## config.mk

```make
export PLATFORM = sky130hd
export DESIGN_NAME = vx_tcu_drl_max_exp
export DESIGN_NICKNAME = d
export VERILOG_FILES = /design/src/rtl/vx_tcu_drl_max_exp_pkg.sv /design/src/rtl/vx_tcu_drl_exp_max_tree.sv /design/src/rtl/vx_tcu_drl_max_exp.sv
export SDC_FILE = /design/constraint.sdc
export NUM_CORES = 1
export LEC_CHECK = 0
export ABC_AREA = 0
export CAP_MARGIN = 20
export CORE_UTILIZATION = 30
export CTS_CLUSTER_DIAMETER = 40
export CTS_CLUSTER_SIZE = 8
export DETAILED_ROUTE_END_ITERATION = 7
export SKIP_CTS_REPAIR_TIMING = 1
export SKIP_LAST_GASP = 1
export SYNTH_ARGS = -nofsm -noshare
export SYNTH_HDL_FRONTEND = slang
export SYNTH_SLANG_ARGS = --single-unit
```

## constraint.sdc

```tcl
create_clock -name clk -period 6.5 [get_ports clk]
set_input_delay 1.3 -clock clk [delete_from_list [all_inputs] [get_ports clk]]
set_output_delay 1.3 -clock clk [all_outputs]
set_load 0.02 [all_outputs]
```

## src/rtl/vx_tcu_drl_max_exp_pkg.sv

```systemverilog
// Shared constants, helper functions and the stage-2 result record for the
// TCU DRL max-exponent stage.
package vx_tcu_drl_max_exp_pkg;

    localparam int N     = 2;
    localparam int TCK   = 2 * N;
    localparam int NT    = TCK + 1;   // product terms plus the C term
    localparam int NP    = N + 1;     // pair maxima plus the C term
    localparam int W     = 25;
    localparam int EXP_W = 10;

    function automatic int max_shift_f(input int win);
        return 2 * win;
    endfunction

    function automatic int shift_w_f(input int max_shift);
        return $clog2(max_shift + 1);
    endfunction

    localparam int MAX_SHIFT = max_shift_f(W);
    localparam int SHIFT_W   = shift_w_f(MAX_SHIFT);

    localparam logic [EXP_W-1:0] LP_MOST_NEG = {1'b1, {(EXP_W-1){1'b0}}};

    typedef struct packed {
        logic [EXP_W-1:0]                max_exp;
        logic [NT-1:0][SHIFT_W-1:0]      shift_amt;
        logic [TCK-1:0][SHIFT_W-1:0]     sub_shift;
        logic [TCK-1:0]                  low_larger;
        logic                            all_zero;
    } tcu_exp_align_t;

endpackage

```

## src/rtl/vx_tcu_drl_exp_max_tree.sv

```systemverilog
// Combinational masked signed-max reduction. Masked entries never win; when
// every entry is masked the result is the most-negative value and o_all_zero
// is set, so a genuine most-negative exponent is still distinguishable.
module vx_tcu_drl_exp_max_tree #(
    parameter int COUNT = 2,
    parameter int WIDTH = 10
) (
    input  logic [COUNT-1:0][WIDTH-1:0] i_exp,
    input  logic [COUNT-1:0]            i_zero,
    output logic [WIDTH-1:0]            o_max,
    output logic                        o_all_zero
);

    // Linear scan keeping the running signed maximum of unmasked entries.
    always_comb begin
        o_max      = {1'b1, {(WIDTH-1){1'b0}}};
        o_all_zero = 1'b1;
        for (int i = 0; i < COUNT; i++) begin
            if (!i_zero[i] && (o_all_zero || ($signed(i_exp[i]) > $signed(o_max)))) begin
                o_max      = i_exp[i];
                o_all_zero = 1'b0;
            end
        end
    end

endmodule

```

## src/rtl/vx_tcu_drl_max_exp.sv

```systemverilog
// TCU DRL max-exponent stage: finds the signed max over non-zero term
// exponents and produces saturated alignment shifts. Two-stage pipeline with
// valid/ready backpressure. Optional counters: TCU_DRL_MAX_EXP_STATS_EN.
module vx_tcu_drl_max_exp
    import vx_tcu_drl_max_exp_pkg::*;
(
    input  logic                      clk,
    input  logic                      reset,
    input  logic                      valid_in,
    output logic                      ready_in,
    input  logic [NT*EXP_W-1:0]       raw_exp_y,
    input  logic [NT-1:0]             term_zero,
    input  logic [TCK-1:0]            exp_low_larger,
    input  logic [TCK*7-1:0]          raw_exp_diff,
    output logic                      valid_out,
    input  logic                      ready_out,
    output logic [EXP_W-1:0]          max_exp,
    output logic [NT*SHIFT_W-1:0]     shift_amt,
    output logic [TCK*SHIFT_W-1:0]    sub_shift,
    output logic [TCK-1:0]            low_larger_out,
    output logic                      all_zero
`ifdef TCU_DRL_MAX_EXP_STATS_EN
    ,
    output logic [31:0]               sat_count,
    output logic [31:0]               zero_count
`endif
);

    localparam logic signed [EXP_W:0] LP_MS_D = (EXP_W+1)'(MAX_SHIFT);
    localparam logic [7:0]            LP_MS_8 = 8'(MAX_SHIFT);
    localparam logic [SHIFT_W-1:0]    LP_MS   = SHIFT_W'(MAX_SHIFT);

    logic [2:1]                  r_vld_pipe;
    logic                        w_s2_adv;
    logic [NT-1:0][EXP_W-1:0]    w_exp;
    logic [TCK-1:0][6:0]         w_diff_in;
    logic [NP-1:0][EXP_W-1:0]    w_pmax;
    logic [NP-1:0]               w_pzero;

    logic [NP-1:0][EXP_W-1:0]    r_s1_pmax;
    logic [NP-1:0]               r_s1_pzero;
    logic [NT-1:0][EXP_W-1:0]    r_s1_exp;
    logic [NT-1:0]               r_s1_zero;
    logic [TCK-1:0]              r_s1_ll;
    logic [TCK-1:0][6:0]         r_s1_diff;

    logic [EXP_W-1:0]            w_tmax;
    logic                        w_tall0;
    logic signed [EXP_W:0]       w_diff;
    logic [7:0]                  w_abs;
    logic                        w_any_sat;
    tcu_exp_align_t              w_nxt;
    tcu_exp_align_t              r_out;

    assign w_exp     = raw_exp_y;
    assign w_diff_in = raw_exp_diff;
    assign w_s2_adv  = ~r_vld_pipe[2] | ready_out;
    assign ready_in  = ~r_vld_pipe[1] | w_s2_adv;

    // Stage-1 pair maxima; the C term rides alone in the last slot.
    for (genvar p = 0; p < N; p++) begin : g_pair
        vx_tcu_drl_exp_max_tree #(.COUNT(2), .WIDTH(EXP_W)) u_pair (
            .i_exp      (w_exp[2*p+1:2*p]),
            .i_zero     (term_zero[2*p+1:2*p]),
            .o_max      (w_pmax[p]),
            .o_all_zero (w_pzero[p])
        );
    end
    assign w_pmax[N]  = term_zero[TCK] ? LP_MOST_NEG : w_exp[TCK];
    assign w_pzero[N] = term_zero[TCK];

    // Stage-2 final reduction over pair maxima.
    vx_tcu_drl_exp_max_tree #(.COUNT(NP), .WIDTH(EXP_W)) u_final (
        .i_exp      (r_s1_pmax),
        .i_zero     (r_s1_pzero),
        .o_max      (w_tmax),
        .o_all_zero (w_tall0)
    );

    // Valid pipeline: each stage advances when empty or its successor moves.
    always_ff @(posedge clk or posedge reset) begin
        if (reset) begin
            r_vld_pipe <= '0;
        end else begin
            if (ready_in) r_vld_pipe[1] <= valid_in;
            if (w_s2_adv) r_vld_pipe[2] <= r_vld_pipe[1];
        end
    end

    // Stage-1 data capture on an accepted input beat.
    always_ff @(posedge clk or posedge reset) begin
        if (reset) begin
            r_s1_pmax  <= '0;
            r_s1_pzero <= '1;
            r_s1_exp   <= '0;
            r_s1_zero  <= '1;
            r_s1_ll    <= '0;
            r_s1_diff  <= '0;
        end else if (valid_in && ready_in) begin
            r_s1_pmax  <= w_pmax;
            r_s1_pzero <= w_pzero;
            r_s1_exp   <= w_exp;
            r_s1_zero  <= term_zero;
            r_s1_ll    <= exp_low_larger;
            r_s1_diff  <= w_diff_in;
        end
    end

    // Stage-2 shift computation; differences use one extra bit so a max near
    // the top of the range minus a very negative exponent cannot wrap.
    always_comb begin
        w_nxt            = '0;
        w_diff           = '0;
        w_abs            = '0;
        w_any_sat        = 1'b0;
        w_nxt.all_zero   = w_tall0;
        w_nxt.max_exp    = w_tall0 ? '0 : w_tmax;
        w_nxt.low_larger = r_s1_ll;
        for (int i = 0; i < NT; i++) begin
            w_diff = {w_nxt.max_exp[EXP_W-1], w_nxt.max_exp} - {r_s1_exp[i][EXP_W-1], r_s1_exp[i]};
            if (r_s1_zero[i]) begin
                w_nxt.shift_amt[i] = LP_MS;
            end else if (w_diff > LP_MS_D) begin
                w_nxt.shift_amt[i] = LP_MS;
                w_any_sat          = 1'b1;
            end else begin
                w_nxt.shift_amt[i] = w_diff[SHIFT_W-1:0];
            end
        end
        // 8-bit magnitude so that -64 becomes +64 rather than wrapping.
        for (int i = 0; i < TCK; i++) begin
            w_abs = r_s1_diff[i][6] ? (8'd0 - {1'b1, r_s1_diff[i]}) : {1'b0, r_s1_diff[i]};
            w_nxt.sub_shift[i] = (w_abs > LP_MS_8) ? LP_MS : w_abs[SHIFT_W-1:0];
        end
    end

    // Stage-2 output register, held while the downstream stalls.
    always_ff @(posedge clk or posedge reset) begin
        if (reset) begin
            r_out          <= '0;
            r_out.all_zero <= 1'b1;
        end else if (r_vld_pipe[1] && w_s2_adv) begin
            r_out <= w_nxt;
        end
    end

    assign valid_out      = r_vld_pipe[2];
    assign max_exp        = r_out.max_exp;
    assign shift_amt      = r_out.shift_amt;
    assign sub_shift      = r_out.sub_shift;
    assign low_larger_out = r_out.low_larger;
    assign all_zero       = r_out.all_zero;

`ifdef TCU_DRL_MAX_EXP_STATS_EN
    logic        r_s2_sat;
    logic [31:0] r_sat_count;
    logic [31:0] r_zero_count;

    // Saturation flag travels with the stage-2 result; counters bump per
    // consumed output beat.
    always_ff @(posedge clk or posedge reset) begin
        if (reset) begin
            r_s2_sat     <= 1'b0;
            r_sat_count  <= '0;
            r_zero_count <= '0;
        end else begin
            if (r_vld_pipe[1] && w_s2_adv) r_s2_sat <= w_any_sat;
            if (valid_out && ready_out) begin
                if (r_s2_sat)       r_sat_count  <= r_sat_count + 32'd1;
                if (r_out.all_zero) r_zero_count <= r_zero_count + 32'd1;
            end
        end
    end

    assign sat_count  = r_sat_count;
    assign zero_count = r_zero_count;
`endif

endmodule

```

==> flow_metrics.tcl, run 1 <==
set metrics [dict create \
    hpwl_mm 26.8 \
    drc_errors 0 \
    pre_cts_ws_ns -0.0741 \
    status "finished clean" \
    dr_total_vias 10201 \
    nets 1689 \
    cp_max_fo 7 \
    yosysTopAreaCell "dfrtp_1" \
    fin_crit_sh_pct 96.3 \
    p_leak_nw 6.61 \
    globalRouteMet1Util_pct 25.4 \
    timing.rr.end "shift_amt[3]" \
    pwr-share-clk_pct 16.5 \
    worst-setup-path-type "flip-flop to flip-flop" \
    grt_max_degree 102 \
    drt_wl_total_mm 35.5 \
    async_flop_share_pct 100 \
    overflow 0 \
    first_global_vias 10054 \
    slew_violations 0 \
    cts_tree "yes" \
    routabilityCongestion 0.907 \
    hold_path_depth 2 \
    p_sw_mw 2.84 \
    setup-violations-final 0 \
    clk_transition_reported_paths_ns 0.08 \
    worst-r2r-cell-count 21 \
    die-width_um 200 \
    numPortBuffers 161 \
    drtIter0Drc 624 \
    swShare_pct 44.2 \
    timing.rr.start "r_s1_pzero[0]" \
    vdd_drop_max_v 0.000191 \
    timing_worst_slew_pin_value_ns 1.01 \
    worstSkewPairLatency_ns 0.45 \
    start_util_pct 30.5 \
    diodes 0 \
    fin_ws_ns 0.238 \
    whs_ns 0.472 \
    drive_gt1_share_pct 6.81 \
    crit_path_start_kind "flip-flop" \
    dp_cells 1990 \
    synth_ff_type "dfrtp_1" \
    power_density_nw_per_um2 436 \
    routedWlPerCell_um 17.5 \
    syn_avg_cell_area_um2 8.80 \
    grt.total_usage_pct 17.8 \
    max_clock_freq_mhz 160 \
    cp_slowest_cell "dfstp_2" \
    timing.reg2reg.setup_slack_ns 0.24 \
    synth_top_area_share_pct 38.6 \
    fin_tns_setup_ns 0 \
    final_core_util_pct 38.0 \
    relSlewSlack_pct 32.7 \
    syn_area_um2 11800 \
    fin_cells 2030 \
    critPathMostFrequentCell "ha_1" \
    p_total_mw 6.41 \
    yosys-top-cells-area "dfrtp_1, ha_1, nand2_1" \
    die-area_um2 40200 \
    cts.sinks 190 \
    yosysWarnings 0 \
    p_comb_share_pct 58.5 \
    synth.most_common_cell "nand2_1" \
    grt_pass1_wl_mm 56.1 \
    max_cap_violations 0 \
    num_rows 72 \
    die_h_um 200 \
    synth_fp_nets 1532 \
    hold_start "r_s1_ll[0]" \
    internal_power_mw 3.58 \
    syn_to_final_growth_pct 24.5 \
    cts_made_buffers 17 \
    crit_chain "nand2b_1 -> ha_1 -> a21o_1 -> a221oi_1 -> o211ai_1 -> o21ai_1 -> mux2_2 -> ha_1 -> or3b_4 -> a211oi_2 -> nor3b_4 -> o22ai_2 -> mux2_4 -> ha_1 -> a21o_1 -> a31oi_1 -> o21ai_0 -> a31oi_1 -> mux2_2 -> o31a_1 -> o41ai_1" \
    synth_cell_type_count 73 \
    ant_nets 0 \
    cts.htree.levels 4 \
    crit_arrival_ns 6.59 \
    critPathMaxStageDelay_ns 0.60 \
    core_um2 38700 \
    io_pins 162 \
    antenna_found_initial 0 \
    required_ns 6.83 \
    cts-root-buf "clkbuf_16" \
    power.share.sequential_pct 25.1 \
    use_met2_pct 27.7 \
    synth_seq_area_share_pct 40.4 \
    finalHoldViolCount 0 \
    synth_edf_count 0 \
    fin_area_um2 14700 \
    viasPerCell 5.03 \
    whs_endpoint "low_larger_out[0]" \
    clockBufferDepth 2 \
    ys_seq_elements 190 \
    cp_num_buf_inv 0 \
    period_minus_slack_ns 6.26 \
    critPathCaptureType "flip-flop" \
    hold_class "flip-flop to flip-flop" \
    first_pass_iters 5 \
    crit_family "compound AO/OA/AOI/OAI gates" \
    synth.cells.most_frequent "nand2_1, dfrtp_1, o21ai_0" \
    busiest_layer "met2" \
    grt_use_met3_pct 2.98 \
    syn_inst 1342 \
    dpl_cell_area_um2 14000 \
    finalClockSkew_ns 0.0170 \
]
[layer usage]
| metal | share of wire, % | routed length, um |
|---|---|---|
| met2 | 45 | 16100 |
| met5 | 0 | 0 |
| met4 | 1.5 | 535 |
| met3 | 4.3 | 1540 |
| met1 | 49 | 17400 |
[state kept, by name, summed over array words and instances, names as in the netlist]
signal	flops
max_exp	10
r_vld_pipe	2
r_s1_pmax	30
r_s1_pzero	3
sub_shift	24
r_s1_exp	50
low_larger_out	4
shift_amt	30
r_s1_ll	4
r_s1_diff	28
all_zero	1
r_s1_zero	4
[how the worst max path moves through the flow]
stage               cells after the start  slack (ns)           endpoint          start
global placement                       25        0.01      shift_amt[27]  r_s1_pzero[0]
global route                           22       -0.02       shift_amt[8]  r_s1_pzero[0]
CTS                                    25       -0.11      shift_amt[27]  r_s1_pzero[0]
finish                                 21        0.24       shift_amt[3]  r_s1_pzero[0]
floorplan                               1        0.04  low_larger_out[0]          reset
detailed placement                     25       -0.07      shift_amt[27]  r_s1_pzero[0]
[final cells by class]
type / count / area, um2
multi-input combinational: 996 / 6520
clock buffer: 18 / 429
clock inverter: 14 / 143
inverter: 114 / 435
timing repair buffer: 180 / 1760
fill: 3920 / 24000
tap: 518 / 648
sequential: 190 / 4760
[worst min-delay path: cells and delay by family (launching register included)]
kind / cells / cell delay (ns)
flip-flops: 1 / 0.35
AND/OR/NAND/NOR: 2 / 0.10
[power groups by stage]
stage	Clock, mW	Sequential [mW]	Combinational (mW)
5_1_grt	1.14	1.64	4.14
2_1_floorplan	0	1.78	2.37
3_3_place_gp	0	1.63	3.62
4_1_cts	1.09	1.61	3.67
6_report	1.06	1.61	3.75
3_5_place_dp	0	1.64	3.65
[logic make-up (layout without fill, tap and decap cells)]
group	Yosys count	count (layout)	synth area share, %
AND/OR/NAND/NOR	515	515	20.4
AO/OA/AOI/OAI	315	316	17.6
flip-flops	190	190	40.4
buffers and inverters	157	326	5.01
adder cells (fa/ha/maj)	99	99	10.8
XOR/XNOR	37	37	2.74
multiplexers	29	29	3.09
[cells in the final DEF, fill, tap and decap left out, types with 17 or more instances in the layout]
cell type,synthesis,layout
buf_4,0,18
a31oi_1,19,19
o21ai_0,117,117
nand2_1,256,254
xnor2_1,29,29
ha_1,94,94
nand2b_1,43,42
clkdlybuf4s50_1,0,161
clkbuf_16,0,17
nor2b_1,27,27
a21oi_1,48,47
dfrtp_1,182,182
inv_1,114,113
nor2_1,82,82
No activity file was read; power rests on OpenSTA's default activity.
==> run 2, diff against run 1 <==
- CORE_UTILIZATION: 30 -> 51
- PLACE_DENSITY: unset -> 0.78
==> flow_metrics.tcl, run 2 (synthesis results as in run 1) <==
set metrics [dict create \
    cts-root-buf "clkbuf_16" \
    die-width_um 154 \
    first_global_vias 9953 \
    vdd_drop_max_v 0.000189 \
    slew_violations 0 \
    die_h_um 154 \
    cts.htree.levels 4 \
    relSlewSlack_pct 33.6 \
    whs_ns 0.479 \
    largest_reg_flops 50 \
    routedWlPerCell_um 17.2 \
    die-area_um2 23800 \
    critPathCaptureType "flip-flop" \
    status "finished clean" \
    timing_worst_slew_pin_value_ns 0.993 \
    cp_max_fo 10 \
    finalHoldViolCount 0 \
    finalClockSkew_ns 0.0123 \
    grt_pass1_wl_mm 50.9 \
    fin_crit_sh_pct 95.1 \
    pre_cts_ws_ns 0.236 \
    viasPerCell 5.72 \
    timing.reg2reg.setup_slack_ns 0.32 \
    antenna_found_initial 0 \
    cts_made_buffers 17 \
    required_ns 6.82 \
    clockBufferDepth 2 \
    worst-setup-path-type "flip-flop to flip-flop" \
    overflow 0 \
    hold_class "flip-flop to flip-flop" \
    top_register "r_s1_exp" \
    first_pass_iters 5 \
    nets 1687 \
    numPortBuffers 161 \
    io_pins 162 \
    drive_gt1_share_pct 6.36 \
    core_um2 22600 \
    ant_nets 0 \
    worstSkewPairLatency_ns 0.44 \
    hpwl_mm 23.0 \
    fin_tns_setup_ns 0 \
    crit_path_start_kind "flip-flop" \
    final_common_cell "nand2_1" \
    num_rows 55 \
    rsz0062_at_grt "false" \
    grt_max_degree 139 \
    clk_transition_reported_paths_ns 0.08 \
    routabilityCongestion 0.941 \
    p_total_mw 6.34 \
    dr_total_vias 10264 \
    syn_to_final_growth_pct 21.9 \
    fin_ws_ns 0.317 \
    cts.sinks 190 \
    grt.total_usage_pct 27.1 \
    diodes 0 \
    drtIter0Drc 679 \
    drc_errors 0 \
    setup-violations-final 0 \
    crit_arrival_ns 6.50 \
    drt_wl_total_mm 30.8 \
    max_clock_freq_mhz 162 \
    period_minus_slack_ns 6.18 \
    power_density_nw_per_um2 440 \
    start_util_pct 52.2 \
    max_cap_violations 0 \
    cts_tree "yes" \
    final_cell_mix "nand2_1, dfrtp_1, clkdlybuf4s50_1" \
    p_leak_nw 6.61 \
]
## run 2: cell types whose count changed in the layout (fill, tap and decap cells not counted), sizes merged
cell	change
clkbuf	-1
o22ai	-1
clkinv	+2
buf	-1
inv	-1
## run 2: path summary, 6_finish.rpt
path | depth (start not counted) | endpoint | start
hold reg to reg | 2 | r_s1_zero[2] | r_s1_zero[2]
hold / removal | 2 | r_s1_zero[2] | r_s1_zero[2]
setup / recovery | 22 | shift_amt[0] | r_s1_pzero[0]
max in group asynchronous | 3 | r_s1_exp[42] | reset
min in group asynchronous | 2 | sub_shift[2] | reset
setup reg to reg | 22 | shift_amt[0] | r_s1_pzero[0]
## run 2: metrics by stage
step	cells	util, %	cell area [um2]
after detailed placement	1756	60.6	13700
after global routing	1795	63.6	14400
after CTS	1788	63.3	14300
after floorplan	1342	-	11800
final	1795	63.6	14400
after global placement	1756	60.6	13700
## run 2: worst max-delay path, stage by stage (launching register included)
cell and delay (ns):
dfstp_2 0.61, nand2b_1 0.15, ha_1 0.24, a21o_1 0.19
a221oi_1 0.23, o211ai_1 0.15, o21ai_2 0.21, mux2_2 0.39
ha_1 0.32, or3b_4 0.40, a211oi_2 0.24, nor3b_4 0.25
o22ai_4 0.13, buf_4 0.17, mux2_4 0.37, ha_1 0.37
a21o_1 0.22, a31oi_1 0.14, o21ai_0 0.15, a31oi_1 0.18
mux2_2 0.36, o31a_1 0.32, o41ai_1 0.27
## run 2: area by class of cell
cell class	instances	area, um2
multi-input cells	995	6470
fillers	1906	8250
clock buffers	17	425
flip-flops and latches	190	4760
inverters	114	435
repair buffers	179	1750
well taps	285	357
clock inverters	15	189
## run 2: metal layers
layer | up-vias | GRT usage, % | share of wire (%) | wire [um]
li1 | 4982 | - | - | -
met5 | - | 0 | 0 | 0
met4 | 0 | 8.86 | 2.3 | 710
met3 | 43 | 3.07 | 5.6 | 1720
met2 | 348 | 44.2 | 46 | 14300
met1 | 4891 | 37.6 | 46 | 14100
## run 2: power breakdown
group          total [mW]  switching [mW]  internal [mW]
Sequential           1.60           0.164           1.44
Combinational        3.66            2.05           1.61
Clock                1.07           0.546          0.529
==> run 3, diff against run 2 <==
- CORE_MARGIN: unset -> 1
- SLEW_MARGIN: unset -> 25
==> flow_metrics.tcl, run 3 (synthesis results as in run 1) <==
set metrics [dict create \
    status "finished clean" \
    numPortBuffers 161 \
    fin_ws_ns 0.340 \
    critPathCaptureType "flip-flop" \
    drtIter0Drc 650 \
    ant_nets 0 \
    clk_transition_reported_paths_ns 0.08 \
    cts.sinks 190 \
    clockBufferDepth 2 \
    dr_total_vias 10252 \
    cts-root-buf "clkbuf_16" \
    grt_pass1_wl_mm 50.9 \
    overflow 0 \
    grt.total_usage_pct 27.1 \
    timing_worst_slew_pin_value_ns 0.846 \
    worst-r2r-cell-count 22 \
    crit_arrival_ns 6.48 \
    viasPerCell 5.71 \
    crit_start "r_s1_pzero[0]" \
    top_register "r_s1_exp" \
    power_density_nw_per_um2 440 \
    crit_path_start_kind "flip-flop" \
    n_fill_cell 1906 \
    die-width_um 154 \
    rsz0062_at_grt "false" \
    first_pass_iters 5 \
    worst-setup-path-type "flip-flop to flip-flop" \
    cts.htree.levels 4 \
    cp_max_fo 10 \
    p_total_mw 6.34 \
    cts_made_buffers 17 \
    core_um2 22600 \
    final_common_cell "nand2_1" \
    routabilityCongestion 0.941 \
    antenna_found_initial 0 \
    final_cell_mix "nand2_1, dfrtp_1, clkdlybuf4s50_1" \
    routedWlPerCell_um 17.3 \
    syn_to_final_growth_pct 22.0 \
    start_util_pct 52.2 \
    die_h_um 154 \
    drive_gt1_share_pct 6.36 \
    diodes 0 \
    drc_errors 0 \
    pre_cts_ws_ns 0.236 \
    critPathCapture "shift_amt[3]" \
    num_rows 55 \
    drt_wl_total_mm 31.0 \
    finalHoldViolCount 0 \
    hold_class "flip-flop to flip-flop" \
    setup-violations-final 0 \
    largest_reg_flops 50 \
    timing.rr.end "shift_amt[3]" \
    required_ns 6.82 \
    nets 1687 \
    first_global_vias 9953 \
    fin_crit_sh_pct 94.8 \
    timing.reg2reg.setup_slack_ns 0.34 \
    max_clock_freq_mhz 162 \
    finalClockSkew_ns 0.0123 \
    timing.rr.start "r_s1_pzero[0]" \
    fin_tns_setup_ns 0 \
    max_cap_violations 0 \
    period_minus_slack_ns 6.16 \
    vdd_drop_max_v 0.000187 \
    slew_violations 0 \
    worstSkewPairLatency_ns 0.44 \
    cts_tree "yes" \
    relSlewSlack_pct 43.6 \
    die-area_um2 23800 \
    hpwl_mm 23.0 \
    io_pins 162 \
    grt_max_degree 139 \
    p_leak_nw 6.62 \
]
-- run 3: report_power, final --
group	switching (mW)	total [mW]	leakage (nW)	internal, mW
Sequential	0.164	1.60	2.29	1.44
Clock	0.546	1.08	0.299	0.529
Combinational	2.05	3.66	4.02	1.61
Total	2.76	6.34	6.62	3.58
-- run 3: metrics by stage --
step           hold slack (ns)  cell area [um2]  instances  utilization [%]
4_1_cts                  0.481            14300       1788             63.3
3_3_place_gp             0.450            13700       1756             60.6
2_1_floorplan            0.439            11800       1342                -
6_report                 0.479            14400       1795             63.6
3_5_place_dp             0.457            13700       1756             60.6
5_1_grt                  0.493            14400       1795             63.6
-- run 3: critical path, cell delays in order, from the launching register on --
cell and delay [ns]:
dfstp_2 0.62, nand2b_1 0.15, ha_1 0.24, a21o_1 0.19
a221oi_1 0.24, o211ai_1 0.15, o21ai_2 0.20, mux2_2 0.39
ha_1 0.32, or3b_4 0.40, a211oi_2 0.24, nor3b_4 0.25
o22ai_4 0.13, buf_4 0.17, mux2_4 0.37, ha_1 0.37
a21o_1 0.21, a31oi_1 0.14, o21ai_0 0.15, a31oi_1 0.18
mux2_2 0.36, o31a_1 0.32, o41ai_1 0.25
-- run 3: cell type report --
type / instances / area [um2] / area share, %
clock inverter: 15 / 189 / 1.31
inverter: 114 / 440 / 3.06
clock buffer: 17 / 425 / 2.95
tap: 285 / 357 / 2.48
multi-input combinational: 995 / 6470 / 45.0
sequential: 190 / 4760 / 33.1
timing repair buffer: 179 / 1750 / 12.2
-- run 3: how the worst min path moves through the flow --
stage	start	endpoint	slack, ns	cells past startpoint
after CTS	r_s1_zero[2]	r_s1_zero[2]	0.48	2
after global placement	r_s1_ll[1]	low_larger_out[1]	0.45	2
after floorplan	r_s1_ll[0]	low_larger_out[0]	0.44	2
final	r_s1_zero[2]	r_s1_zero[2]	0.48	2
after global routing	r_s1_ll[1]	low_larger_out[1]	0.49	2
after detailed placement	r_s1_zero[2]	r_s1_zero[2]	0.46	2
-- run 3: per-layer routing --
metal / GRT usage [%] / wire length [um]
met1: 37.6 / 14300
met2: 44.2 / 14400
met3: 3.07 / 1570
met4: 8.86 / 667
met5: 0 / 0
==> RTL change: new RTL, flow settings as in run 2 <==
The package constant `W` goes from 25 to 29.
--- a/src/rtl/vx_tcu_drl_max_exp_pkg.sv
+++ b/src/rtl/vx_tcu_drl_max_exp_pkg.sv
@@ -6,7 +6,7 @@
     localparam int TCK   = 2 * N;
     localparam int NT    = TCK + 1;   // product terms plus the C term
     localparam int NP    = N + 1;     // pair maxima plus the C term
-    localparam int W     = 25;
+    localparam int W     = 29;
     localparam int EXP_W = 10;
 
     function automatic int max_shift_f(input int win);
Behaviour: not the same (Yosys sat finds a counterexample within 4 cycles, from zero or initial values and one cycle with reset high).
==> RTL change against run 2 <==
Core utilization rose by 1.4 points. Sequential share of layout area up 0.21 points. Power up 15%. Sequential cell count is the same. Fmax shrank 1.5%. Global-route usage increased by 2.1 points. Wire length up 7.0%. Largest power group unchanged. The flow now finishes with violations (design-rule violations). Synthesized area decreased by 2.2%. Worst hold slack worse by 0.0078 ns. Setup slack got worse by 0.092 ns. Critical path depth up 3. Final area is 0.63% lower. First-iteration DRC count up 16%. Largest cell class unchanged.
==> RTL change: results <==
[status]
status = "finished with violations"
violations = "design-rule violations"

[drt]
first_pass_iters = 7
post-route-drc-count = 9
avgRoutedWirePerCell_um = 18.86
vias = 10220

[yosys]
synthesis.nets = 1479
synth_compound_area_frac = 0.2135
synth_xor_area_frac = 0.02805
synth_top_cells_by_area = "dfrtp_1 (39%), ha_1 (10%), nand2_1 (7.0%)"
ys_seq_area_frac = 0.4125
ys_types = 76
synth_area_per_cell_um2 = 8.961

[critical_path]
arrival_ns = 6.59
cp_max_fo = 13

[cells_and_area]
comb.multi_input.count = 947
fill_cells = 1810
sh_seq_area = 0.3332
signal_buffers = 194
nonClkBufAreaFrac = 0.1326
nets = 1647
n_all_inverters = 107

[placed_design]
dp.cells = 1715
place_area_um2 = 13600

[global_route]
met2_usage = 0.4738
grt_pass1_vias = 9972
grt_max_degree = 141
grt_pass1_wl_um = 52960
grt_use_met3 = 0.05575

[power]
comb-power_w = 0.00465
==> RTL change: cell types whose count changed in the layout (fill, tap and decap cells not counted), sizes merged, moves of 9 or more <==
| cell | change |
|---|---|
| o21a | +15 |
| nand2 | -41 |
| a221o | -9 |
| mux2 | -16 |
| and2 | -9 |
| xor2 | +13 |
| o2bb2ai | +10 |
| buf | +15 |
| xnor2 | -13 |
| a222oi | +9 |
| a22oi | +9 |
| nand4 | -11 |
| a211oi | -9 |
==> RTL change: worst max-delay path by stage <==
stage,from,slack (ns),cells past startpoint,to
2_1_floorplan,reset,0.04,1,low_larger_out[0]
3_3_place_gp,r_s1_pzero[0],-0.08,25,shift_amt[23]
3_5_place_dp,r_s1_pzero[0],-0.19,24,shift_amt[19]
4_1_cts,r_s1_pzero[0],-0.22,24,shift_amt[19]
5_1_grt,r_s1_pzero[0],-0.02,25,shift_amt[19]
6_report,r_s1_pzero[0],0.22,25,shift_amt[22]
